[config.mk]
export PLATFORM = sky130hd
export DESIGN_NAME = timer_counter
export DESIGN_NICKNAME = d
export VERILOG_FILES = /design/src/rtl/timer_counter.sv
export SDC_FILE = /design/constraint.sdc
export NUM_CORES = 1
export LEC_CHECK = 0
export ABC_AREA = 1
export CAP_MARGIN = 20
export CORE_MARGIN = 3
export CORE_UTILIZATION = 39
export CTS_CLUSTER_DIAMETER = 30
export DETAILED_ROUTE_END_ITERATION = 6
export SYNTH_ARGS = -nofsm -noshare
export SYNTH_HDL_FRONTEND = slang
export SYNTH_SLANG_ARGS = --single-unit
[constraint.sdc]
create_clock -name clk -period 1.87 [get_ports clk]
set_input_delay 0.374 -clock clk [delete_from_list [all_inputs] [get_ports clk]]
set_output_delay 0.374 -clock clk [all_outputs]
set_load 0.01 [all_outputs]
[src/rtl/timer_counter.sv]
// Memory-mapped down-counting timer with one-shot or periodic interrupt.
// Optional prescaler on the count tick when TC_PRESCALE_EN is defined.
//
// state | meaning
// IDLE  | stopped; waits for CTRL.Enable
// LOAD  | copies PRESET into COUNT
// CNT   | decrements COUNT on each tick until it expires
// INT   | expiry cycle; reload (periodic) or disable (one-shot)
module timer_counter #(
  parameter int PRESCALE_W = 8
) (
  input  logic        clk,
  input  logic        reset,
  input  logic [3:2]  Addr,
  input  logic        WE,
  input  logic [31:0] Din,
  output logic [31:0] Dout,
  output logic        IRQ
);

  typedef enum logic [1:0] {IDLE, LOAD, CNT, INT} state_t;

  state_t      state;
  logic        ctrl_en;
  logic [1:0]  ctrl_mode;
  logic        ctrl_im;
  logic [31:0] preset;
  logic [31:0] count;
  logic        irq_flag;
  logic        wr_ctrl;
  logic        wr_preset;
  logic        tick;
  logic [31:0] ctrl_rd;

  // The divisor field must fit in CTRL above the four control bits.
  if (PRESCALE_W < 1 || PRESCALE_W > 28) begin : g_bad_prescale_w
    $error("timer_counter: PRESCALE_W must be in 1..28");
  end

  assign wr_ctrl   = WE && (Addr == 2'd0);
  assign wr_preset = WE && (Addr == 2'd1);

`ifdef TC_PRESCALE_EN
  logic [PRESCALE_W-1:0] ctrl_div;
  logic [PRESCALE_W-1:0] presc;

  assign tick = (presc == ctrl_div);

  always_ff @(posedge clk or negedge reset) begin
    if (!reset) begin
      ctrl_div <= '0;
      presc    <= '0;
    end else begin
      if (wr_ctrl) ctrl_div <= Din[4 +: PRESCALE_W];
      if (state == CNT && ctrl_en) presc <= tick ? '0 : presc + 1'b1;
      else                         presc <= '0;
    end
  end
`else
  assign tick = 1'b1;
`endif

  always_ff @(posedge clk or negedge reset) begin
    if (!reset) begin
      state     <= IDLE;
      ctrl_en   <= 1'b0;
      ctrl_mode <= 2'd0;
      ctrl_im   <= 1'b0;
      preset    <= '0;
      count     <= '0;
      irq_flag  <= 1'b0;
    end else begin
      // One-shot flag is acknowledged by any CTRL/PRESET write; a same-edge set below wins.
      if ((wr_ctrl || wr_preset) && ctrl_mode != 2'd1) irq_flag <= 1'b0;

      case (state)
        IDLE: if (ctrl_en) state <= LOAD;
        LOAD: begin
          count <= preset;
          state <= CNT;
        end
        CNT: begin
          if (!ctrl_en) begin
            state <= IDLE;
          end else if (tick) begin
            if (count > 32'd1) begin
              count <= count - 32'd1;
            end else begin
              count    <= '0;
              irq_flag <= 1'b1;
              state    <= INT;
            end
          end
        end
        INT: begin
          if (ctrl_mode == 2'd1) begin
            irq_flag <= 1'b0;
            state    <= LOAD;
          end else begin
            ctrl_en <= 1'b0;
            state   <= IDLE;
          end
        end
        default: state <= IDLE;
      endcase

      // Bus writes come last so they override the one-shot Enable clear.
      if (wr_ctrl) begin
        ctrl_en   <= Din[0];
        ctrl_mode <= Din[2:1];
        ctrl_im   <= Din[3];
      end
      if (wr_preset) preset <= Din;
    end
  end

  always_comb begin
    ctrl_rd      = '0;
    ctrl_rd[0]   = ctrl_en;
    ctrl_rd[2:1] = ctrl_mode;
    ctrl_rd[3]   = ctrl_im;
`ifdef TC_PRESCALE_EN
    ctrl_rd[4 +: PRESCALE_W] = ctrl_div;
`endif
    case (Addr)
      2'd0:    Dout = ctrl_rd;
      2'd1:    Dout = preset;
      2'd2:    Dout = count;
      default: Dout = '0;
    endcase
  end

  assign IRQ = irq_flag & ctrl_im;

endmodule

# After elaboration in Yosys (flattened, before gate mapping)
# Cells that the tools add are included.
op_classes:
  n_eq_ne: 11
  add_sub_neg: 1
  mux: 17
  n_reduce_logical: 11
  order_cmp: 1
  bitwise: 1
ops:
  columns: ["op", "count"]
  rows:
  - ["$pmux W32 S3", 1]
  - ["$mux W32", 2]
  - ["$pmux W32 S2", 1]
  - ["$gt A32 B1 Y1 const B", 1]
  - ["$sub A32 B1 Y32 const B", 1]
  - ["$mux W1", 8]
  - ["$pmux W2 S4", 1]
  - ["$eq A2 B1 Y1 const B", 3]
  - ["$eq A2 B2 Y1 const B", 3]
  - ["$mux W2", 3]
  - ["$ne A2 B2 Y1 const B", 3]
  - ["$reduce_and A2 Y1", 3]
  - ["$logic_not A2 Y1", 2]
  - ["$reduce_bool A2 Y1", 2]
  - ["$logic_and A1 B1 Y1", 3]
  - ["$ne A3 B3 Y1 const B", 1]
  - ["$ne A2 B1 Y1 const B", 1]
  - ["$pmux W1 S2", 1]
  - ["$and A1 B1 Y1", 1]
  - ["$logic_or A1 B1 Y1", 1]
word_totals:
  ff_bits: 71

# Logic depth before layout (Yosys ltp)
logic_depth:
  word_depth: 8
  ltp_mapped: 14
  ltp_nobuf: 13

# Least setup slack after synthesis
# No wires, ideal clock.
synth_timing:
  path_kind: "reg2reg"
  from: "reg count[0]"
  to: "reg count[29]"
  setup_time_ns: 0.116
  path_buffers: 1
  path_slack_ns: 0.219
  arrival_ns: 1.534
  stages_incl_launch_ff: 15
  cell_sequence: "dfrtp_1 > inv_1 > ha_1 > inv_1 > nand2_1 > nand2_1 > nor2_1 > nand2_4 > nor2_4 > nor2_4 > buf_6 > nand3_1 > nand2_1 > nand2_1 > nand2_1"
synth_between:
  elab_chain_len: 4
synth_rtl:
  columns: ["item", "line", "rtl"]
  rows:
  - ["from (decl)", "28", "logic [31:0] count;"]
  - ["from (signal assigned)", "79", "count <= preset;"]
  - ["from (signal assigned)", "87", "count <= count - 32'd1;"]
  - ["$sub A32 B1 Y32 / $gt A32 B1 Y1 (equally long branches)", "87, 86", null]
  - ["$mux W32 *", "86", "if (count > 32'd1) begin"]
  - ["$mux W32 *", "83", "if (!ctrl_en) begin"]
  - ["$pmux W32 S2 *", "76", "case (state)"]
# Every way passes the cells marked *; elsewhere a longest branch is shown, timed or not. The select of a mux whose other input is x is not followed.
# A chain may end at the register's enable or synchronous reset.

# Final worst setup path
layout_timing:
  from: "reg count[1]"
  to: "reg count[25]"
# The elaborated chain is that of the path after synthesis.

==> metrics <==
Flop pwr share=33.8%; gr usage total=21.8%; detailed-route DRC error count=0; clk slew on worst S/H paths=0.06 ns; Hold Crit Class=input pin to asynchronous set/reset pin; Initial DRC Count=212; fmax=576 MHz; most common cell in the netlist=nand2_1; largest net degree at the start of global routing=36; worst slew pin tran=0.811 ns; Crit. End Element=flip-flop; largest area contributor in the netlist=dfrtp_1; slowest cell on the critical path=dfrtp_1; Nets=750; WL/cell=15.6 um; DR vias/cell=5.05; multi-input logic area=2290 um^2; largest cells by area after synthesis=dfrtp_1 (40%), nand2_1 (16%), inv_1 (6.6%), nor2_1 (6.4%), o21ai_0 (4.8%); Starting Density=40.2%; crit path DAT=2.01 ns; detailed-router iteration count before antenna repair=4; status=completed; fin. max-slew vios=0; clock buffer count from CTS=9; Fill cells=1088; Final Hold Fails=0; CP cell instances=buf_4 -> nor2_1 -> nand2_1 -> nor2_4 -> nand2_1 -> o21ai_0 -> nand3_1 -> nand2_1 -> nand2_1 -> nand2_1; dpl cells=833; final setup fails=0; cell area after synthesis=4400 um^2; Synth top area share=40.4%; die footprint=12600 um^2; number of global-route vias before repair=4450; Avg Cell Area, Syn=7.17 um^2; Tcrit/Tclk final=92.8%; CTS tree=built; CP peak stage delay=0.39 ns; Net Sw Frac=42.8%; Util after Layout=53.1%; hpwl dp=9630 um; num rows=38; clock skew=0.00659 ns; sequential cell area=1780 um^2; Die Y=112 um; WP data required=2.14 ns; Final min period=1.74 ns; internal power component=0.00447 W; gr ovfl total=0; Core ar.=10900 um^2; ys async rst share=100%; Area Growth Syn to Fin=32.1%; clock net sink count=71; WL final=13300 um; Final ANT Viol Nets=0; Post-Layout Cell Count=856; IO Pins=70; Ys Warns=0; RD Place Congestion=0.977; diode count=0; Post-synth top cells=nand2_1 (183), inv_1 (77), nor2_1 (75), dfrtp_1 (71), o21ai_0 (42); Port Buffers=69; Seq cells post-synth=71; peak supply drop=0.614 mV; maxcap violations=0; Crit Path Max Fanout=5; Cells after Synth=614; H-tree levels=3; cts hold-fix bufs=0; Setup Crit Path Kind=flip-flop to flip-flop; clock network fraction of design power=22.3%; Rel. slew slack=45.9%; most frequent CP cell=nand2_1; startpoint types=flip-flop; first-pass GRT wire length=22100 um; R2R Setup Slk=0.13 ns; share of layout cells above drive strength 1=20.9%; Mapped Nets=653; Die X=112 um; Leak=2.91 nW; Root Driver=clkbuf_16; initial antenna violation count=0; number of flops mapped to enable cells by yosys=0; Via Count=4325; register area share after synthesis=40.4%; post-synth cell types=32; combinational share of power=44.0%; PwrDens=1350 nW/um^2; switching pwr=0.00335 W; worst skew pair latency=0.34 ns; Synth Flop Type=dfrtp_1; maximum clock path buffer count=2
[final cells by class]
cell class                 instances  share of cell area (%)
clock buffer                      10                    3.94
sequential                        71                    30.6
timing repair buffer             107                    16.5
inverter                          80                    5.30
tap                              140                    3.01
multi-input combinational        442                    39.5
clock inverter                     6                    1.23
[critical path, delay by kind of cell, from the launching register on]
family | cells | cell delay, ns
buffers and inverters | 1 | 0.14
flip-flops | 1 | 0.39
AND/OR/NAND/NOR | 8 | 0.92
AO/OA/AOI/OAI | 1 | 0.22
[stage by stage]
step | hold WS, ns | total power (W) | TNS (ns) | area [um^2] | worst slack (ns)
after floorplan | 0.0784 | 0.00465 | 0 | 4400 | 0.219
after global placement | 0.422 | 0.00603 | -18.38 | 5500 | -0.539
after detailed placement | 0.425 | 0.00609 | -18.75 | 5500 | -0.568
after CTS | 0.0666 | 0.00778 | 0 | 5760 | 0.0120
after global routing | 0.0793 | 0.00842 | -0.0251 | 5810 | -0.0111
final | 0.0495 | 0.00782 | 0 | 5810 | 0.135
[final timing paths]
check,endpoint,cells past startpoint,from
hold / removal,count[26]$_DFFE_PN0P_,1,reset
setup reg to reg,count[25]$_DFFE_PN0P_,10,count[1]$_DFFE_PN0P_
hold reg to reg,preset[0]$_DFFE_PN0P_,2,preset[0]$_DFFE_PN0P_
min in group clk,preset[0]$_DFFE_PN0P_,2,preset[0]$_DFFE_PN0P_
max in group asynchronous,preset[20]$_DFFE_PN0P_,2,reset
setup / recovery,count[25]$_DFFE_PN0P_,10,count[1]$_DFFE_PN0P_
[power by group through the flow]
stage               registers (W)  logic (W)  clock network, W
floorplan                 0.00247    0.00219                 0
global placement          0.00264    0.00339                 0
detailed placement        0.00264    0.00345                 0
CTS                       0.00263    0.00339           0.00176
global route              0.00270    0.00389           0.00183
finish                    0.00264    0.00344           0.00174
[logic make-up after synthesis]
logic type	after synthesis	synth area share (%)
xor gates and xnor gates	16	3.18
adders and majority gates	2	0.569
buffers and inverters	101	9.33
and+or+nand+nor	313	30.9
DFF	71	40.4
AOI/OAI and AO/OA	98	12.3
muxes	13	3.33
[cell usage in the layout, fill, tap and decap left out, drive strengths merged]
master	n
nand3	25
a31oi	5
a22oi	1
clkinvlp	2
o22ai	21
xor2	16
ha	2
nand4	3
bufinv	1
inv	79
buf	69
dlygate4sd2	1
a21oi	24
o221ai	3
mux2	13
nand2	190
clkinv	4
nor3	1
nor2	92
clkdlybuf4s50	34
and2	2
bufbuf	1
dfrtp	71
clkbuf	12
o21ai	43
o211ai	1
[flip-flops by register name, summed over array words and instances, names as in the netlist]
| signal | count |
|---|---|
| count | 32 |
| preset | 32 |
| ctrl_im | 1 |
| ctrl_en | 1 |
| irq_flag | 1 |
| state | 2 |
| ctrl_mode | 2 |
[metal layers]
layer	GRT usage (%)	vias to the layer above	part of all wire, %
met4	7.85	0	2.6
met3	3.29	26	4.3
met5	0	-	0
met1	28.8	2046	45
li1	-	2140	-
met2	36.4	113	48
[timing repair]
action	in CTS	in global routing
setup endpoints to repair	32	44
setup buffers	3	2
pin swaps	1	4
hold endpoints to repair	0	0
resized for setup	142	15
gates cloned	2	0
Note: power is estimated with default switching activity, not from simulation.
